File: config.mk
export PLATFORM = sky130hd
export DESIGN_NAME = adder_pipe
export DESIGN_NICKNAME = d
export VERILOG_FILES = /design/src/rtl/adder_pipe.sv
export SDC_FILE = /design/constraint.sdc
export NUM_CORES = 1
export LEC_CHECK = 0
export BUFFER_PORTS_ARGS = -buffer_cell sky130_fd_sc_hd__buf_2
export CAP_MARGIN = 10
export CORE_ASPECT_RATIO = 0.6
export CORE_MARGIN = 1.5
export CORE_UTILIZATION = 51
export DETAILED_ROUTE_END_ITERATION = 7
export GPL_TIMING_DRIVEN = 1
export PLACE_DENSITY = 0.85
export SLEW_MARGIN = 20
export SYNTH_ARGS = -nofsm -noshare
export SYNTH_HDL_FRONTEND = slang
export SYNTH_SLANG_ARGS = --single-unit
File: constraint.sdc
create_clock -name clk -period 1.8 [get_ports clk]
set_clock_uncertainty 0.15 [all_clocks]
set_input_delay 0.27 -clock clk [delete_from_list [all_inputs] [get_ports clk]]
set_output_delay 0.27 -clock clk [all_outputs]
set_load 0.02 [all_outputs]
File: src/rtl/adder_pipe.sv
// -----------------------------------------------------------------------------
// adder_pipe -- carry-pipelined ripple adder.
//
// The WIDTH-bit addition is split into STAGES = WIDTH/SEG segments of SEG bits.
// Stage k adds segment k of the operands plus the carry registered by stage
// k-1 (cin for stage 0). Segments that have not yet been added travel forward
// in skew registers (a_q/b_q). Segments already added travel forward in
// de-skew registers (sum_q), so that the whole sum is aligned at the last
// stage. A valid bit moves with every operation. en=0 freezes every register.
// Latency is STAGES enabled edges and throughput is one operation per enabled
// edge. WIDTH must be an integer multiple of SEG.
//
// Parameters:
//   WIDTH     operand and sum width in bits (default 8)
//   SEG       bits added per pipeline stage (default 4)
//
// Ports:
//   clk       rising-edge clock
//   rst       asynchronous active-high reset
//   en        pipeline advance enable (0 = hold everything)
//   valid_in  a/b/cin carry a valid operation
//   a, b      operands, WIDTH bits
//   cin       carry into bit 0
//   s         registered sum, WIDTH bits
//   cout      registered carry out of bit WIDTH-1
//   valid_out s/cout (and ovf) hold a valid result
//   ovf       registered two's-complement overflow, present only when the
//             macro ADDER_PIPE_OVF_EN is defined
// -----------------------------------------------------------------------------
module adder_pipe #(
    parameter int WIDTH = 8,
    parameter int SEG   = 4
) (
    input  logic             clk,
    input  logic             rst,
    input  logic             en,
    input  logic             valid_in,
    input  logic [WIDTH-1:0] a,
    input  logic [WIDTH-1:0] b,
    input  logic             cin,
    output logic [WIDTH-1:0] s,
    output logic             cout,
    output logic             valid_out
`ifdef ADDER_PIPE_OVF_EN
    ,
    output logic             ovf
`endif
);

    localparam int STAGES = WIDTH / SEG;

    // Per-stage registers and their next-state values.
    logic [STAGES-1:0]            valid_q, valid_d;
    logic [STAGES-1:0]            carry_q, carry_d;
    logic [STAGES-1:0][WIDTH-1:0] a_q, a_d;
    logic [STAGES-1:0][WIDTH-1:0] b_q, b_d;
    logic [STAGES-1:0][WIDTH-1:0] sum_q, sum_d;

    // Inputs seen by each stage: the ports for stage 0, the previous stage's
    // registers otherwise.
    logic [STAGES-1:0]            valid_in_s;
    logic [STAGES-1:0]            carry_in_s;
    logic [STAGES-1:0][WIDTH-1:0] a_in_s;
    logic [STAGES-1:0][WIDTH-1:0] b_in_s;
    logic [STAGES-1:0][WIDTH-1:0] sum_in_s;

    // Segment adder results: {carry_out, segment_sum}.
    logic [STAGES-1:0][SEG:0]     seg_s;

`ifdef ADDER_PIPE_OVF_EN
    logic ovf_q, ovf_d;
`endif

    // Only the not-yet-added segments of the skew registers feed the adders;
    // the remaining bits are intentionally left unloaded.
    logic unused_s;
    assign unused_s = ^{a_q, b_q, a_in_s, b_in_s};

    // Route each stage's inputs: ports into stage 0, stage k-1 into stage k.
    always_comb begin
        valid_in_s  = {STAGES{1'b0}};
        carry_in_s  = {STAGES{1'b0}};
        a_in_s      = {(STAGES*WIDTH){1'b0}};
        b_in_s      = {(STAGES*WIDTH){1'b0}};
        sum_in_s    = {(STAGES*WIDTH){1'b0}};
        valid_in_s[0] = valid_in;
        carry_in_s[0] = cin;
        a_in_s[0]     = a;
        b_in_s[0]     = b;
        for (int k = 1; k < STAGES; k++) begin
            valid_in_s[k] = valid_q[k-1];
            carry_in_s[k] = carry_q[k-1];
            a_in_s[k]     = a_q[k-1];
            b_in_s[k]     = b_q[k-1];
            sum_in_s[k]   = sum_q[k-1];
        end
    end

    // Add segment k in stage k and merge it into the travelling partial sum.
    always_comb begin
        seg_s   = {(STAGES*(SEG+1)){1'b0}};
        valid_d = valid_in_s;
        carry_d = {STAGES{1'b0}};
        a_d     = a_in_s;
        b_d     = b_in_s;
        sum_d   = sum_in_s;
        for (int k = 0; k < STAGES; k++) begin
            seg_s[k] = {1'b0, a_in_s[k][k*SEG +: SEG]}
                     + {1'b0, b_in_s[k][k*SEG +: SEG]}
                     + {{SEG{1'b0}}, carry_in_s[k]};
            sum_d[k][k*SEG +: SEG] = seg_s[k][SEG-1:0];
            carry_d[k]             = seg_s[k][SEG];
        end
`ifdef ADDER_PIPE_OVF_EN
        // Carry into the MSB is a^b^sum at the MSB; overflow is that XOR cout.
        ovf_d = a_in_s[STAGES-1][WIDTH-1] ^ b_in_s[STAGES-1][WIDTH-1]
              ^ seg_s[STAGES-1][SEG-1] ^ seg_s[STAGES-1][SEG];
`endif
    end

    // Pipeline registers: async clear, advance only when enabled.
    always_ff @(posedge clk or posedge rst) begin
        if (rst) begin
            valid_q <= {STAGES{1'b0}};
            carry_q <= {STAGES{1'b0}};
            a_q     <= {(STAGES*WIDTH){1'b0}};
            b_q     <= {(STAGES*WIDTH){1'b0}};
            sum_q   <= {(STAGES*WIDTH){1'b0}};
`ifdef ADDER_PIPE_OVF_EN
            ovf_q   <= 1'b0;
`endif
        end else if (en) begin
            valid_q <= valid_d;
            carry_q <= carry_d;
            a_q     <= a_d;
            b_q     <= b_d;
            sum_q   <= sum_d;
`ifdef ADDER_PIPE_OVF_EN
            ovf_q   <= ovf_d;
`endif
        end
    end

    assign s         = sum_q[STAGES-1];
    assign cout      = carry_q[STAGES-1];
    assign valid_out = valid_q[STAGES-1];
`ifdef ADDER_PIPE_OVF_EN
    assign ovf       = ovf_q;
`endif

endmodule

==> flow_summary_export.csv, run 1 <==
group,metric,value,unit
outcome,outcome,"completed",
critical_path,critical-path-top-delay-family,"adder cells",
layout,drive_gt1_share,42.3,%
min_path,min_path_type,"in -> reg",
floorplan,ioPinCount,31,
cts,clkTransAtPathRegs,0.09,ns
timing,max-slew-margin-rel,64.6,%
power,power_density,1090,mW/mm^2
global_routing,antenna_found_initial,0,
timing,period_share,96.2,%
power,vdd_drop_max,0.786,mV
synth,yosysMostFrequentCell,"dfrtp_1",
synth,ys_types,23,
synth,synth_top_area_share,49.4,%
timing,hold_viol,0,
power,p_total,1.60,mW
floorplan,coreArea,0.00221,mm^2
layout,syn_to_final_growth,21.2,%
critical_path,path_cells,"fa_2 > inv_1 > fa_2 > xnor2_1 > mux2_2",
timing,fin_crit,1.73,ns
timing,worstMarginPinSlew,0.530,ns
critical_path,critPathMaxFanout,2,
synth,synth_edf_count,0,
synth,syn_nets,127,
critical_path,path_common_cell,"fa_2",
synth,syn_inst,96,
routing,dr.pass1.iters,4,
critical_path,end_kind,"flop",
power,power.leakage,0.708,nW
cts,clock_sinks,24,
timing,setup_viol,0,
floorplan,start_util,55.0,%
critical_path,crit_required,1.80,ns
synth,synth_seq_cells,24,
global_routing,grt_pass1_wl,3460,um
placement,dp_hpwl,1680,um
global_routing,grt_use_total,18.7,%
layout,n_antenna_cell,0,
cts,cts_tree,"done",
synth,netlist_top_cells_area,"dfrtp_1 (49%), mux2_2 (15%), fa_1 (6.6%)",
cts,htree_levels,1,
critical_path,worst-path-buf-inv,1,
routing,drtIter0Drc,48,
global_routing,grt.overflow.total,0,
critical_path,cp-start-kind,"flop",
floorplan,die_h,40.8,um
layout,fillers,188,
synth,netlist_area,0.00122,mm^2
critical_path,slowest_stage,"dfrtp_1",
cts,cts_made_buffers,3,
timing,fin_tns_setup,0,ns
routing,detail-route-antenna-nets,0,
cts,cts_buffer_depth,2,
routing,vias,817,
synth,yosysTopAreaCell,"dfrtp_1",
timing,slew_violations,0,
routing,wl_per_cell,13.7,um
placement,numPortBuffers,30,
synth,synth_ff_type,"dfrtp_1",
synth,ys_top_cells_by_count,"dfrtp_1 (24), mux2_2 (16), inv_1 (11)",
floorplan,dieArea,0.00270,mm^2
synth,synth-seq-area-share,49.4,%
critical_path,arrival,1.73,ns
routing,wirelength,2200,um
critical_path,slowest_delay,0.41,ns
placement,gp_congestion,0.778,
timing,max_freq,0.578,GHz
synth,synth.avg_cell_area,12.7,um^2
cts,cts_root_buffer,"clkbuf_8",
routing,viasPerCell,5.11,
synth,synth-async-reset-ratio,100,%
global_routing,grt_pass1_vias,763,
synth,yosys_warnings,0,
floorplan,row_count,13,
flow_run,maxCapViolCount,0,
global_routing,grt_max_degree,29,
critical_path,path_class,"reg -> reg",
cts,clock_latency,0.27,ns
timing,rsz0062_at_grt,"no",
timing,hold_ws,0.0538,ns
layout,nets,162,
routing,drc,0,
floorplan,dieWidth,66.0,um
[cells in the final DEF (no fill, tap or decap), drive strengths merged, types with 2 or more instances in the layout]
cell | Yosys | routed
a21oi | 2 | 2
a31oi | 2 | 2
buf | 4 | 33
clkbuf | 0 | 3
dfrtp | 24 | 24
fa | 4 | 4
ha | 6 | 6
inv | 11 | 11
mux2 | 16 | 16
nand2 | 4 | 4
nand4b | 2 | 2
nor2 | 3 | 3
nor2b | 3 | 3
o21ai | 4 | 4
o311ai | 2 | 2
xnor2 | 2 | 2
[state kept, by name, summed over array words and instances, names as in the netlist]
| signal | flops |
|---|---|
| carry_q | 2 |
| valid_q | 2 |
| s | 8 |
| sum_d | 4 |
| a_d | 4 |
| b_d | 4 |
[cell type report]
| class | count | area [um^2] | area share [%] |
|---|---|---|---|
| Clock inverter | 1 | 30.0 | 2.04 |
| Multi-Input combinational cell | 57 | 541 | 36.7 |
| Clock buffer | 3 | 41.3 | 2.80 |
| Sequential cell | 24 | 601 | 40.7 |
| Timing Repair Buffer | 34 | 183 | 12.4 |
| Tap cell | 30 | 37.5 | 2.55 |
| Inverter | 11 | 41.3 | 2.80 |
[routing by layer]
metal	share of wire (%)	routed length, um	vias up	track usage, %
met2	48	1050	18	31.1
met1	46	1010	401	22.9
met3	5.9	129	2	8.24
li1	-	-	396	-
met5	0	0	-	0
met4	0.36	8	0	5.61
[power by group]
group | switching [mW] | internal, mW | leakage [nW] | total, mW
clock network | 0.173 | 0.298 | 0.0357 | 0.471
logic | 0.234 | 0.198 | 0.391 | 0.432
registers | 0.0545 | 0.643 | 0.281 | 0.698
[repair_timing]
item | 4_1_cts | 5_1_grt
endpoints found under the setup margin | 0 | 2
setup buffers | 0 | 0
hold buffers | 1 | 0
hold endpoints to repair | 24 | 0
gates resized for setup | 0 | 2
[final timing paths]
kind | startpoint | to | slack [ns] | cells after the start
setup / recovery | carry_q[0]$_DFFE_PP0P_ | s[6]$_DFFE_PP0P_ | 0.07 | 5
hold / removal | a[5] | a_d[13]$_DFFE_PP0P_ | 0.05 | 3
setup reg to reg | carry_q[0]$_DFFE_PP0P_ | s[6]$_DFFE_PP0P_ | 0.07 | 5
hold reg to reg | sum_d[8]$_DFFE_PP0P_ | sum_d[8]$_DFFE_PP0P_ | 0.36 | 1
max in group asynchronous | rst | sum_d[10]$_DFFE_PP0P_ | 0.82 | 4
min in group asynchronous | rst | valid_q[0]$_DFFE_PP0P_ | 0.43 | 4
[per-stage QoR]
step	cell area, um^2	std cells	utilization [%]	setup slack [ns]
3_3_place_gp	1390	155	62.7	0.0839
3_5_place_dp	1390	155	62.7	0.0555
2_1_floorplan	1220	96	-	0.157
4_1_cts	1470	160	66.4	0.0269
5_1_grt	1470	160	66.6	0.0116
6_report	1470	160	66.6	0.0687
[worst min-delay path: stages]
cell	delay, ns
buf_2	0.08
nand2_1	0.04
o21ai_0	0.06
[logic make-up after synthesis]
logic type / Yosys count / share of synthesized area, %
mux: 17 / 15.6
xor+xnor: 2 / 1.44
compound gates: 13 / 7.10
buf+inv: 15 / 6.58
flops: 24 / 49.4
fa+ha+maj: 10 / 12.8
simple gates: 15 / 7.10
(Power assumes the default switching activity.)
==> inputs of run 2 (changes only) <==
==> config.mk (replaced) <==
export PLATFORM = sky130hd
export DESIGN_NAME = adder_pipe
export DESIGN_NICKNAME = d
export VERILOG_FILES = /design/src/rtl/adder_pipe.sv
export SDC_FILE = /design/constraint.sdc
export NUM_CORES = 1
export LEC_CHECK = 0
export BUFFER_PORTS_ARGS = -buffer_cell sky130_fd_sc_hd__buf_4
export CAP_MARGIN = 10
export CORE_ASPECT_RATIO = 0.6
export CORE_MARGIN = 1.5
export CORE_UTILIZATION = 55
export DETAILED_ROUTE_END_ITERATION = 7
export GPL_TIMING_DRIVEN = 1
export HOLD_SLACK_MARGIN = 0.06
export PLACE_DENSITY = 0.9
export SLEW_MARGIN = 20
export SYNTH_ARGS = -nofsm -noshare
export SYNTH_HDL_FRONTEND = slang
export SYNTH_SLANG_ARGS = --single-unit
==> constraint.sdc (replaced) <==
create_clock -name clk -period 2.05 [get_ports clk]
set_clock_uncertainty 0.15 [all_clocks]
set_input_delay 0.3075 -clock clk [delete_from_list [all_inputs] [get_ports clk]]
set_output_delay 0.3075 -clock clk [all_outputs]
set_load 0.02 [all_outputs]
==> flow_summary_export.csv, run 2 (synthesis results as in run 1) <==
group,metric,value,unit
layout,nets,160,
layout,multi_input_area,536,um^2
placement,dp_hpwl,1620,um
cts,cts_root_buffer,"clkbuf_8",
layout,final_cell_mix,"buf_4 (31), dfrtp_1 (24), mux2_2 (16), inv_1 (11), ha_1 (6)",
layout,fin_util,77.6,%
cts,cts_tree,"done",
floorplan,coreArea,0.00197,mm^2
critical_path,critPathMaxFanout,2,
routing,drtIter0Drc,28,
floorplan,start_util,61.8,%
cts,htree_levels,1,
power,p_total,1.45,mW
timing,setup_viol,0,
global_routing,grt_pass1_wl,3510,um
layout,final_common_cell,"buf_4",
floorplan,die_h,39.4,um
placement,place_area,0.00145,mm^2
layout,drive_gt1_share,39.8,%
timing,hold_viol,0,
routing,viasPerCell,5.17,
floorplan,dieArea,0.00251,mm^2
layout,syn_to_final_growth,25.5,%
critical_path,slowest_stage,"fa_1",
routing,drc,0,
critical_path,cp-start-kind,"flop",
routing,wl_per_cell,13.7,um
global_routing,antenna_found_initial,0,
critical_path,arrival,1.80,ns
timing,period_share,88.8,%
timing,worstMarginPinSlew,0.375,ns
cts,clock_sinks,24,
timing,rsz0062_at_grt,"no",
floorplan,dieWidth,63.7,um
flow_run,maxCapViolCount,0,
timing,max_freq,0.550,GHz
power,power.leakage,0.726,nW
critical_path,path_cells,"fa_1 > inv_1 > fa_1 > nor2b_1 > o21ai_0 > a31oi_1",
layout,seq_area,601,um^2
power,power_density,947,mW/mm^2
timing,fin_tns_setup,0,ns
layout,n_antenna_cell,0,
cts,cts_buffer_depth,2,
critical_path,slowest_delay,0.45,ns
global_routing,grt_use_total,19.5,%
routing,wirelength,2130,um
cts,post_cts_resized,0,
global_routing,grt_max_degree,37,
routing,vias,806,
min_path,min_path_type,"in -> reg",
cts,clock_latency,0.26,ns
critical_path,path_class,"reg -> reg",
global_routing,grt_pass1_vias,786,
critical_path,end_kind,"flop",
layout,finalInstanceArea,0.00153,mm^2
timing,fin_crit,1.82,ns
global_routing,grt.overflow.total,0,
layout,largest_reg_flops,8,
layout,fillers,133,
timing,hold_ws,0.0940,ns
placement,gp_congestion,0.719,
routing,detail-route-antenna-nets,0,
floorplan,ioPinCount,31,
timing,max-slew-margin-rel,75.0,%
timing,slew_violations,0,
floorplan,row_count,12,
critical_path,path_common_cell,"fa_1",
critical_path,ff2ff_setup_slack,0.23,ns
cts,cts_made_buffers,3,
outcome,outcome,"completed",
cts,clkTransAtPathRegs,0.08,ns
placement,numPortBuffers,30,
power,vdd_drop_max,0.817,mV
critical_path,crit_required,2.03,ns
routing,dr.pass1.iters,4,
run 2: timing repair:
item	in CTS	in global routing
endpoints found under the setup margin	0	0
endpoints found under the hold margin	24	0
setup buffers	0	0
hold buffers	1	0
run 2: metal layers:
layer / up-vias / GRT usage (%) / wire length, um / part of all wire (%)
met4: 0 / 4.89 / 11 / 0.52
li1: 391 / - / - / -
met1: 394 / 24.4 / 1020 / 48
met5: - / 0 / 0 / 0
met2: 19 / 35.0 / 1010 / 48
met3: 2 / 5.17 / 89 / 4.2
run 2: critical path: cells and delay by family (launching register included):
family	cells	cell delay, ns
buffers and inverters	1	0.08
flip-flops	1	0.42
adder cells (fa/ha/maj)	2	0.68
AO/OA/AOI/OAI	2	0.31
AND/OR/NAND/NOR	1	0.06
run 2: final timing paths:
check,cells past startpoint,end,startpoint
max in group asynchronous,4,a_d[15]$_DFFE_PP0P_,rst
min,3,a_d[13]$_DFFE_PP0P_,a[5]
max reg2reg,6,carry_q[1]$_DFFE_PP0P_,carry_q[0]$_DFFE_PP0P_
max,6,carry_q[1]$_DFFE_PP0P_,carry_q[0]$_DFFE_PP0P_
min reg2reg,1,valid_q[0]$_DFFE_PP0P_,valid_q[0]$_DFFE_PP0P_
min in group asynchronous,4,carry_q[0]$_DFFE_PP0P_,rst
run 2: cell type report:
class                           count  share of cell area, %
Clock inverter                      1                   1.97
Tap cell                           28                   2.30
Clock buffer                        3                   2.70
Sequential cell                    24                   39.3
Timing Repair Buffer               32                   15.9
Inverter                           11                   2.70
Multi-Input combinational cell     57                   35.1
run 2: stage by stage:
stage          worst slack [ns]  instances
3_5_place_dp              0.241        151
3_3_place_gp              0.325        151
6_report                  0.230        156
5_1_grt                   0.188        156
4_1_cts                   0.237        156
2_1_floorplan             0.407         96
run 2: power by group:
part / switching [mW] / internal [mW] / total (mW)
Sequential: 0.0539 / 0.565 / 0.619
Clock: 0.151 / 0.261 / 0.412
Combinational: 0.203 / 0.212 / 0.415
Total: 0.407 / 1.04 / 1.45
